## config.mk

```make
export PLATFORM = sky130hd
export DESIGN_NAME = pipe_hazard_unit_flat
export DESIGN_NICKNAME = d
export VERILOG_FILES = /design/src/rtl/pipe_hazard_unit_if.sv /design/src/rtl/pipe_hazard_unit.sv /design/src/flat_wrapper.sv
export SDC_FILE = /design/constraint.sdc
export NUM_CORES = 1
export LEC_CHECK = 0
export ABC_AREA = 1
export CORE_ASPECT_RATIO = 1.1
export CORE_UTILIZATION = 56
export DETAILED_ROUTE_END_ITERATION = 10
export GPL_TIMING_DRIVEN = 0
export MAX_ROUTING_LAYER = met4
export PLACE_DENSITY = 0.85
export SYNTH_ARGS = -nofsm -noshare
export SYNTH_HDL_FRONTEND = slang
export SYNTH_SLANG_ARGS = --single-unit
```

## constraint.sdc

```tcl
create_clock -name clk -period 5.1 [get_ports clk]
set_clock_uncertainty 0.1 [all_clocks]
set_input_delay 1.53 -clock clk [delete_from_list [all_inputs] [get_ports clk]]
set_output_delay 1.53 -clock clk [all_outputs]
set_load 0.01 [all_outputs]
```

## src/rtl/pipe_hazard_unit_if.sv

```systemverilog
// Bundle between the ID stage and pipe_hazard_unit: the ID request and flush in,
// and the stall, forward-select and scoreboard status out.
interface pipe_hazard_unit_if #(
    parameter int RA_W  = 3,
    parameter int DEPTH = 4,
    parameter int SEL_W = 2
);
    // Accept rule: ID enters EX on a posedge with id_valid & !stall & !flush.
    // While stall is high, ID keeps presenting the same instruction.
    logic             id_valid;
    logic [RA_W-1:0]  id_ra;
    logic [RA_W-1:0]  id_rb;
    logic             id_ra_used;
    logic             id_rb_used;
    logic             id_we;
    logic [RA_W-1:0]  id_rd;
    logic             id_is_load;
    logic             flush;
    logic             stall;
    logic [SEL_W-1:0] fwd_a;
    logic [SEL_W-1:0] fwd_b;
    logic [DEPTH-1:0] stage_valid;
    logic             wb_we;
    logic [RA_W-1:0]  wb_rd;
    logic [15:0]      stall_cnt;
    logic [15:0]      flush_cnt;

    modport master (
        output id_valid, id_ra, id_rb, id_ra_used, id_rb_used, id_we, id_rd,
               id_is_load, flush,
        input  stall, fwd_a, fwd_b, stage_valid, wb_we, wb_rd, stall_cnt, flush_cnt
    );

    modport slave (
        input  id_valid, id_ra, id_rb, id_ra_used, id_rb_used, id_we, id_rd,
               id_is_load, flush,
        output stall, fwd_a, fwd_b, stage_valid, wb_we, wb_rd, stall_cnt, flush_cnt
    );
endinterface

```

## src/rtl/pipe_hazard_unit.sv

```systemverilog
// Hazard unit: shift-register scoreboard of in-flight destinations, load-use stall,
// EX forward selects and flush bubbles. Define R0_ZERO_EN to make r0 constant zero.
module pipe_hazard_unit #(
    parameter int RA_W       = 3,
    parameter int DEPTH      = 4,
    parameter int LOAD_STAGE = 2,
    parameter int BR_STAGE   = 2,
    parameter int SEL_W      = 2
) (
    input  logic              clk,
    input  logic              rst_n,
    pipe_hazard_unit_if.slave hz
);
    logic [DEPTH-1:0]           valid_q, valid_d;
    logic [DEPTH-1:0]           we_q, we_d;
    logic [DEPTH-1:0]           ld_q, ld_d;
    logic [DEPTH-1:0][RA_W-1:0] rd_q, rd_d;
    logic [RA_W-1:0]            ra_q, ra_d, rb_q, rb_d;
    logic                       ra_used_q, ra_used_d, rb_used_q, rb_used_d;
    logic [15:0]                stall_cnt_q, stall_cnt_d, flush_cnt_q, flush_cnt_d;

    logic [DEPTH-1:0]           live;
    logic [SEL_W-1:0]           fwd_a, fwd_b;
    logic                       early_a, early_b;
    logic                       hit_a, hit_b;
    logic                       stall;

    // An entry can be matched only if it is valid and writes; r0 is excluded when hardwired.
    always_comb begin
        for (int k = 0; k < DEPTH; k++) begin
`ifdef R0_ZERO_EN
            live[k] = valid_q[k] & we_q[k] & (rd_q[k] != '0);
`else
            live[k] = valid_q[k] & we_q[k];
`endif
        end
    end

    // Scan oldest to youngest so the youngest producer is the last one written.
    always_comb begin
        fwd_a   = '0;
        fwd_b   = '0;
        early_a = 1'b0;
        early_b = 1'b0;
        for (int k = DEPTH - 1; k >= 1; k--) begin
            if (valid_q[0] && ra_used_q && live[k] && (rd_q[k] == ra_q)) begin
                fwd_a   = SEL_W'(k);
                early_a = ld_q[k] && (k < LOAD_STAGE);
            end
            if (valid_q[0] && rb_used_q && live[k] && (rd_q[k] == rb_q)) begin
                fwd_b   = SEL_W'(k);
                early_b = ld_q[k] && (k < LOAD_STAGE);
            end
        end
    end

    // Looks one cycle ahead: a producer now at stage j sits at j+1 when ID reaches EX.
    always_comb begin
        hit_a = 1'b0;
        hit_b = 1'b0;
        for (int j = DEPTH - 2; j >= 0; j--) begin
            if (live[j] && (rd_q[j] == hz.id_ra)) hit_a = ld_q[j] && (j + 1 < LOAD_STAGE);
            if (live[j] && (rd_q[j] == hz.id_rb)) hit_b = ld_q[j] && (j + 1 < LOAD_STAGE);
        end
        stall = hz.id_valid && !hz.flush &&
                ((hz.id_ra_used && hit_a) || (hz.id_rb_used && hit_b));
    end

    always_comb begin
        valid_d   = '0;
        we_d      = '0;
        ld_d      = '0;
        rd_d      = '0;
        ra_d      = '0;
        rb_d      = '0;
        ra_used_d = 1'b0;
        rb_used_d = 1'b0;
        for (int i = 1; i < DEPTH; i++) begin
            if (!(hz.flush && (i < BR_STAGE))) begin
                valid_d[i] = valid_q[i-1];
                we_d[i]    = we_q[i-1];
                ld_d[i]    = ld_q[i-1];
                rd_d[i]    = rd_q[i-1];
            end
        end
        if (hz.id_valid && !stall && !hz.flush) begin
            valid_d[0] = 1'b1;
            we_d[0]    = hz.id_we;
            ld_d[0]    = hz.id_is_load;
            rd_d[0]    = hz.id_rd;
            ra_d       = hz.id_ra;
            rb_d       = hz.id_rb;
            ra_used_d  = hz.id_ra_used;
            rb_used_d  = hz.id_rb_used;
        end
        stall_cnt_d = stall_cnt_q;
        flush_cnt_d = flush_cnt_q;
        if (stall && (stall_cnt_q != 16'hFFFF)) stall_cnt_d = stall_cnt_q + 16'd1;
        if (hz.flush && (flush_cnt_q != 16'hFFFF)) flush_cnt_d = flush_cnt_q + 16'd1;
    end

    always_ff @(posedge clk or negedge rst_n) begin
        if (!rst_n) begin
            valid_q     <= '0;
            we_q        <= '0;
            ld_q        <= '0;
            rd_q        <= '0;
            ra_q        <= '0;
            rb_q        <= '0;
            ra_used_q   <= 1'b0;
            rb_used_q   <= 1'b0;
            stall_cnt_q <= '0;
            flush_cnt_q <= '0;
        end else begin
            valid_q     <= valid_d;
            we_q        <= we_d;
            ld_q        <= ld_d;
            rd_q        <= rd_d;
            ra_q        <= ra_d;
            rb_q        <= rb_d;
            ra_used_q   <= ra_used_d;
            rb_used_q   <= rb_used_d;
            stall_cnt_q <= stall_cnt_d;
            flush_cnt_q <= flush_cnt_d;
        end
    end

    assign hz.stall       = stall;
    assign hz.fwd_a       = fwd_a;
    assign hz.fwd_b       = fwd_b;
    assign hz.stage_valid = valid_q;
    assign hz.wb_we       = live[DEPTH-1];
    assign hz.wb_rd       = rd_q[DEPTH-1];
    assign hz.stall_cnt   = stall_cnt_q;
    assign hz.flush_cnt   = flush_cnt_q;

    // The stall must keep any load that is not yet forwardable out of the EX selects.
    a_no_early_load: assert property (@(posedge clk) disable iff (!rst_n) !(early_a || early_b));

endmodule
```

## src/flat_wrapper.sv

```systemverilog
// flat-port wrapper written by rule: the top's interface ports become plain ports
module pipe_hazard_unit_flat 
#(
    parameter int RA_W       = 3,
    parameter int DEPTH      = 4,
    parameter int LOAD_STAGE = 2,
    parameter int BR_STAGE   = 2,
    parameter int SEL_W      = 2
)
  (clk, rst_n, hz_id_valid, hz_id_ra, hz_id_rb, hz_id_ra_used, hz_id_rb_used, hz_id_we, hz_id_rd, hz_id_is_load, hz_flush, hz_stall, hz_fwd_a, hz_fwd_b, hz_stage_valid, hz_wb_we, hz_wb_rd, hz_stall_cnt, hz_flush_cnt);
  pipe_hazard_unit_if #(.RA_W(RA_W), .DEPTH(DEPTH), .SEL_W(SEL_W)) hz_i ();
  input  logic clk;
  input  logic rst_n;
  input wire logic [$bits(hz_i.id_valid)-1:0] hz_id_valid;
  input wire logic [$bits(hz_i.id_ra)-1:0] hz_id_ra;
  input wire logic [$bits(hz_i.id_rb)-1:0] hz_id_rb;
  input wire logic [$bits(hz_i.id_ra_used)-1:0] hz_id_ra_used;
  input wire logic [$bits(hz_i.id_rb_used)-1:0] hz_id_rb_used;
  input wire logic [$bits(hz_i.id_we)-1:0] hz_id_we;
  input wire logic [$bits(hz_i.id_rd)-1:0] hz_id_rd;
  input wire logic [$bits(hz_i.id_is_load)-1:0] hz_id_is_load;
  input wire logic [$bits(hz_i.flush)-1:0] hz_flush;
  output wire logic [$bits(hz_i.stall)-1:0] hz_stall;
  output wire logic [$bits(hz_i.fwd_a)-1:0] hz_fwd_a;
  output wire logic [$bits(hz_i.fwd_b)-1:0] hz_fwd_b;
  output wire logic [$bits(hz_i.stage_valid)-1:0] hz_stage_valid;
  output wire logic [$bits(hz_i.wb_we)-1:0] hz_wb_we;
  output wire logic [$bits(hz_i.wb_rd)-1:0] hz_wb_rd;
  output wire logic [$bits(hz_i.stall_cnt)-1:0] hz_stall_cnt;
  output wire logic [$bits(hz_i.flush_cnt)-1:0] hz_flush_cnt;
  assign hz_i.id_valid = hz_id_valid;
  assign hz_i.id_ra = hz_id_ra;
  assign hz_i.id_rb = hz_id_rb;
  assign hz_i.id_ra_used = hz_id_ra_used;
  assign hz_i.id_rb_used = hz_id_rb_used;
  assign hz_i.id_we = hz_id_we;
  assign hz_i.id_rd = hz_id_rd;
  assign hz_i.id_is_load = hz_id_is_load;
  assign hz_i.flush = hz_flush;
  assign hz_stall = hz_i.stall;
  assign hz_fwd_a = hz_i.fwd_a;
  assign hz_fwd_b = hz_i.fwd_b;
  assign hz_stage_valid = hz_i.stage_valid;
  assign hz_wb_we = hz_i.wb_we;
  assign hz_wb_rd = hz_i.wb_rd;
  assign hz_stall_cnt = hz_i.stall_cnt;
  assign hz_flush_cnt = hz_i.flush_cnt;
  pipe_hazard_unit #(.RA_W(RA_W), .DEPTH(DEPTH), .LOAD_STAGE(LOAD_STAGE), .BR_STAGE(BR_STAGE), .SEL_W(SEL_W)) u_core (.clk(clk), .rst_n(rst_n), .hz(hz_i));
endmodule
```

# ---- After elaboration in Yosys (flattened, before gate mapping)
# Cells that the tools add are included.
dict set report totals {
  ff_bits 61
  latchBits 0
  ram_bits 0
  rom_bits 0
  output_inout_bits 45
  wordCells 75
  memories 0
}
dict set report classes {
  addsub 2
  multipliers 0
  div 0
  n_lt_le_gt_ge 0
  eq_ne 10
  shifts 0
  mux 19
  n_bitwise 4
  n_reduce_logical 27
}
# op count
set op_table {}
lappend op_table {{adder 16 x 1 -> 16 bit (second input constant)} 2}
lappend op_table {{!= test 16 bit (second input constant)} 2}
lappend op_table {{equality test 3 bit} 8}
lappend op_table {{logical AND 1 bit} 24}
lappend op_table {{two-way mux 2 bit} 6}
lappend op_table {{two-way mux 3 bit} 4}
lappend op_table {{two-way mux 1 bit} 9}
lappend op_table {{bitwise AND 1 bit} 4}
lappend op_table {{logical NOT 1 bit} 2}
lappend op_table {{logical OR 1 bit} 1}

# ---- Logic depth before layout (Yosys ltp)
dict set report logic_depth {
  depth_word 10
  ltp_mapped 11
  mapped_depth_nobuf 10
}

# ---- Least setup slack after synthesis
# Ideal clock, no wire load.
dict set report synth_path {
  kind {input -> output}
  from {input hz_flush}
  to {output hz_stall}
  arrival_time_ns 2.122
  required_ns 3.470
  setup_slack_ns 1.348
  stages 4
  n_path_buf 1
  path_cell_list {buf_2 nor2_1 nand3_2 inv_1}
}
dict set report synth_via {
  elab_chain_cells 3
}
# item line_no
set synth_rtl {}
lappend synth_rtl {{from (decl)} flat_wrapper.sv:22} ;# input wire logic [$bits(hz_i.flush)-1:0] hz_flush;
lappend synth_rtl {{logical NOT 1 bit} pipe_hazard_unit.sv:65} ;# stall = hz.id_valid && !hz.flush &&
lappend synth_rtl {{logical AND 1 bit (2 in series)} pipe_hazard_unit.sv:65}
lappend synth_rtl {{to (decl)} flat_wrapper.sv:23} ;# output wire logic [$bits(hz_i.stall)-1:0] hz_stall;
# No other way between the ends.

# ---- Worst setup path in the final report
dict set report layout_path {
  from {input hz_id_ra[1]}
  to {output hz_stall}
}
dict set report layout_via {
  elab_chain_cells 6
}
# item line_no
set layout_rtl {}
lappend layout_rtl {{from (decl)} flat_wrapper.sv:15} ;# input wire logic [$bits(hz_i.id_ra)-1:0] hz_id_ra;
lappend layout_rtl {{equality test 3 bit} pipe_hazard_unit.sv:62} ;# if (live[j] && (rd_q[j] == hz.id_ra)) hit_a = ld_q[j] && (j + 1 < LOAD_STAGE);
lappend layout_rtl {{logical AND 1 bit} pipe_hazard_unit.sv:62}
lappend layout_rtl {{two-way mux 1 bit} pipe_hazard_unit.sv:62}
lappend layout_rtl {{logical AND 1 bit} pipe_hazard_unit.sv:66} ;# ((hz.id_ra_used && hit_a) || (hz.id_rb_used && hit_b));
lappend layout_rtl {{logical OR 1 bit} pipe_hazard_unit.sv:66}
lappend layout_rtl {{logical AND 1 bit} pipe_hazard_unit.sv:65}
# No other way between the ends.

==> key figures <==
Place
  • PortBufs: 60
  • Inst Count DP: 536
  • Pre-CTS setup slack: 316 ps
  • RePlAce Congestion: 0.874
  • Post-DP HPWL: 5160 microns

Logic synthesis
  • Number of synthesis warnings: 0
  • Syn Area/Cell: 8.11 sq um
  • FF+latch count, synth: 61
  • Synthesized area: 0.00324 sq mm
  • Post-synth cell types: 31
  • Mapped Nets: 419
  • Part of the Yosys area used for sequential elements: 0.470
  • Cell count after synthesis: 400

Drt
  • DR iter-0 viols: 110
  • DR pass1 iterations: 5
  • Routed Antenna Nets: 0
  • Routed WL: 6750 microns
  • WL/cell: 12.2 microns
  • DR DRC count: 0
  • Vias post-DR: 2,792
  • Vias per cell: 5.06

Critical path
  • CP Capture Point: hz_stall
  • Critical Path RT: 3470 ps
  • Crit path arrival time: 3160 ps
  • Setup crit end kind: output pin
  • Critical path launch point: hz_id_ra[1]
  • R2R Path End: u_core.hz.flush_cnt[2]
  • Max FO, Critical Path: 3
  • CP Launch Type: primary input
  • Crit path kind: in -> out
  • FF-to-FF path depth: 9
  • Worst reg-to-reg setup slack: 3180 ps
  • Worst R2R Start: u_core.hz.flush_cnt[0]

Global route
  • First-pass GRT wire length: 11,400 microns
  • Initial antenna violation count: 0
  • Vias in the first global route: 2,606
  • Largest net degree at the start of global routing: 33
  • Grt ovf: 0
  • Overall Global Routing Usage: 0.259

Timing
  • Fin crit share: 0.939
  • Pins Over Slew Limit: 0
  • Setup WS post-layout: 311 ps
  • Slew Limit Headroom: 0.542
  • Peak Freq: 0.209 GHz
  • Setup TNS: 0 ps
  • Final Hold Viols: 0
  • Slew @ Worst Pin: 687 ps
  • RSZ-0062 raised after global routing: false
  • Min Hold Slack: 280 ps
  • Final min period: 4790 ps
  • Final setup viols: 0

Cells and area
  • Fill cell total of the finished layout: 419
  • Layout cells sized above 1: 0.107
  • Non-Filler Instances: 552
  • Inserted Diodes: 0
  • Fin nets: 491
  • Area Growth Syn to Fin: 28.4%

Clock network
  • CTS Hold Bufs: 0
  • Post CTS Setup Buffer Count: 0
  • Clock root cell: clkbuf_8
  • PostCTS Resize Cnt: 0
  • Clock-pin slew on the worst setup and hold paths: 70 ps
  • CTS H-tree depth: 3
  • CTS max path bufs: 2
  • Clock sink count: 61
  • Num CTS Buffers: 9
  • CTS tree: built
  • Clk_lat worst skew: 340 ps

Power and ir drop
  • Tot Pwr: 1.23 mW
  • Max VDD drop: 201 uV
  • Lkg Pwr: 2.05 nW
  • PD cells: 295 mW/mm^2

Die
  • Starting density of the core: 0.594
  • Die width: 74.6 microns
  • Die footprint: 0.00610 sq mm
  • Core area: 0.00547 sq mm
  • Die Height: 81.8 microns
  • Rows: 28
  • I/O pins: 62

Worst hold path
  • Hold Path Depth: 0
  • Worst Hold Class: reg -> reg

Status
  • Status: completed

Job
  • Max Cap Viol: 0
-- critical path, stage by stage --
cell and delay [ps]:
clkdlybuf4s50_1 480, inv_1 60, nand2_1 50, nand2_1 40
nor2_1 90, nand2_1 60, nand2_2 90, nand3_2 130
inv_1 90, clkdlybuf4s50_1 530
-- state kept, by name, summed over array words and instances, names as in the netlist, 3 cells and up --
register               count
u_core.hz.flush_cnt       16
u_core.hz.stage_valid      4
u_core.hz.stall_cnt       16
u_core.hz.wb_rd            3
u_core.ra_q                3
u_core.rb_q                3
u_core.rd_d                6
u_core.rd_q                3
u_core.we_q                4
-- cell usage after synthesis, drive strengths merged --
cell    number  area, sq um
a21boi       1         7.51
a21oi        2         10.0
buf         11         88.8
clkinv       1         3.75
dfrtp       61         1530
ha           2         25.0
inv         43          164
nand2      132          510
nand2b       1         6.26
nand3       19          115
nand3b       4         41.3
nand4        9         68.8
nor2        53          206
nor3         7         40.0
nor4         1         6.26
o21ai       11         58.8
or2          1         6.26
xnor2       25          219
xor2        16          140
-- metal layers --
layer | GRT usage | vias to the layer above | part of all wire
li1 | - | 1380 | -
met1 | 0.313 | 1316 | 0.43
met2 | 0.425 | 86 | 0.51
met3 | 0.0564 | 10 | 0.046
met4 | 0.0981 | 0 | 0.016
met5 | - | - | 0
-- metrics by stage --
stage,utilization,area [sq um]
2_1_floorplan,-,3240
6_report,0.762,4170
3_5_place_dp,0.723,3950
4_1_cts,0.762,4170
5_1_grt,0.762,4170
3_3_place_gp,0.721,3940
-- final cells by class --
class	count	area, sq um	area share
buffer	11	88.8	0.0213
clock buffer	13	169	0.0406
clock inverter	3	42.5	0.0102
inverter	44	168	0.0403
multi-input combinational	284	1460	0.351
sequential	61	1530	0.366
tap	75	93.8	0.0225
timing repair buffer	61	616	0.148
-- worst min-delay path by stage --
stage / startpoint / to / slack [ps]
after floorplan: u_core.we_q[1] / u_core.we_q[2] / 250
after global placement: u_core.we_q[2] / u_core.we_q[3] / 260
after detailed placement: u_core.we_q[1] / u_core.we_q[2] / 260
after CTS: u_core.we_q[1] / u_core.we_q[2] / 280
after global routing: u_core.we_q[1] / u_core.we_q[2] / 300
final: u_core.we_q[1] / u_core.we_q[2] / 280
-- report_power, final --
group          switching, mW  total, mW  internal [mW]
Sequential            0.0529      0.572          0.519
Combinational         0.0986      0.207          0.108
Clock                  0.184      0.449          0.265
Total                  0.335       1.23          0.893
-- layout by cell type (no fill, tap or decap), types with 7 or more instances in the layout --
master,Yosys,layout
nand2_1,128,128
dfrtp_1,61,61
clkdlybuf4s50_1,0,59
nor2_1,52,52
inv_1,37,37
xnor2_1,25,25
xor2_1,16,16
nand3_1,15,15
clkbuf_8,0,12
o21ai_0,10,10
nand4_1,7,7
-- cells by family after synthesis --
group / after synthesis / synth area share
AND/OR/NAND/NOR: 227 / 0.309
AO/OA/AOI/OAI: 14 / 0.0235
flip-flops: 61 / 0.470
XOR/XNOR: 41 / 0.111
adder cells (fa/ha/maj): 2 / 0.00771
buffers and inverters: 55 / 0.0791
No activity file was read; power rests on OpenSTA's default activity.
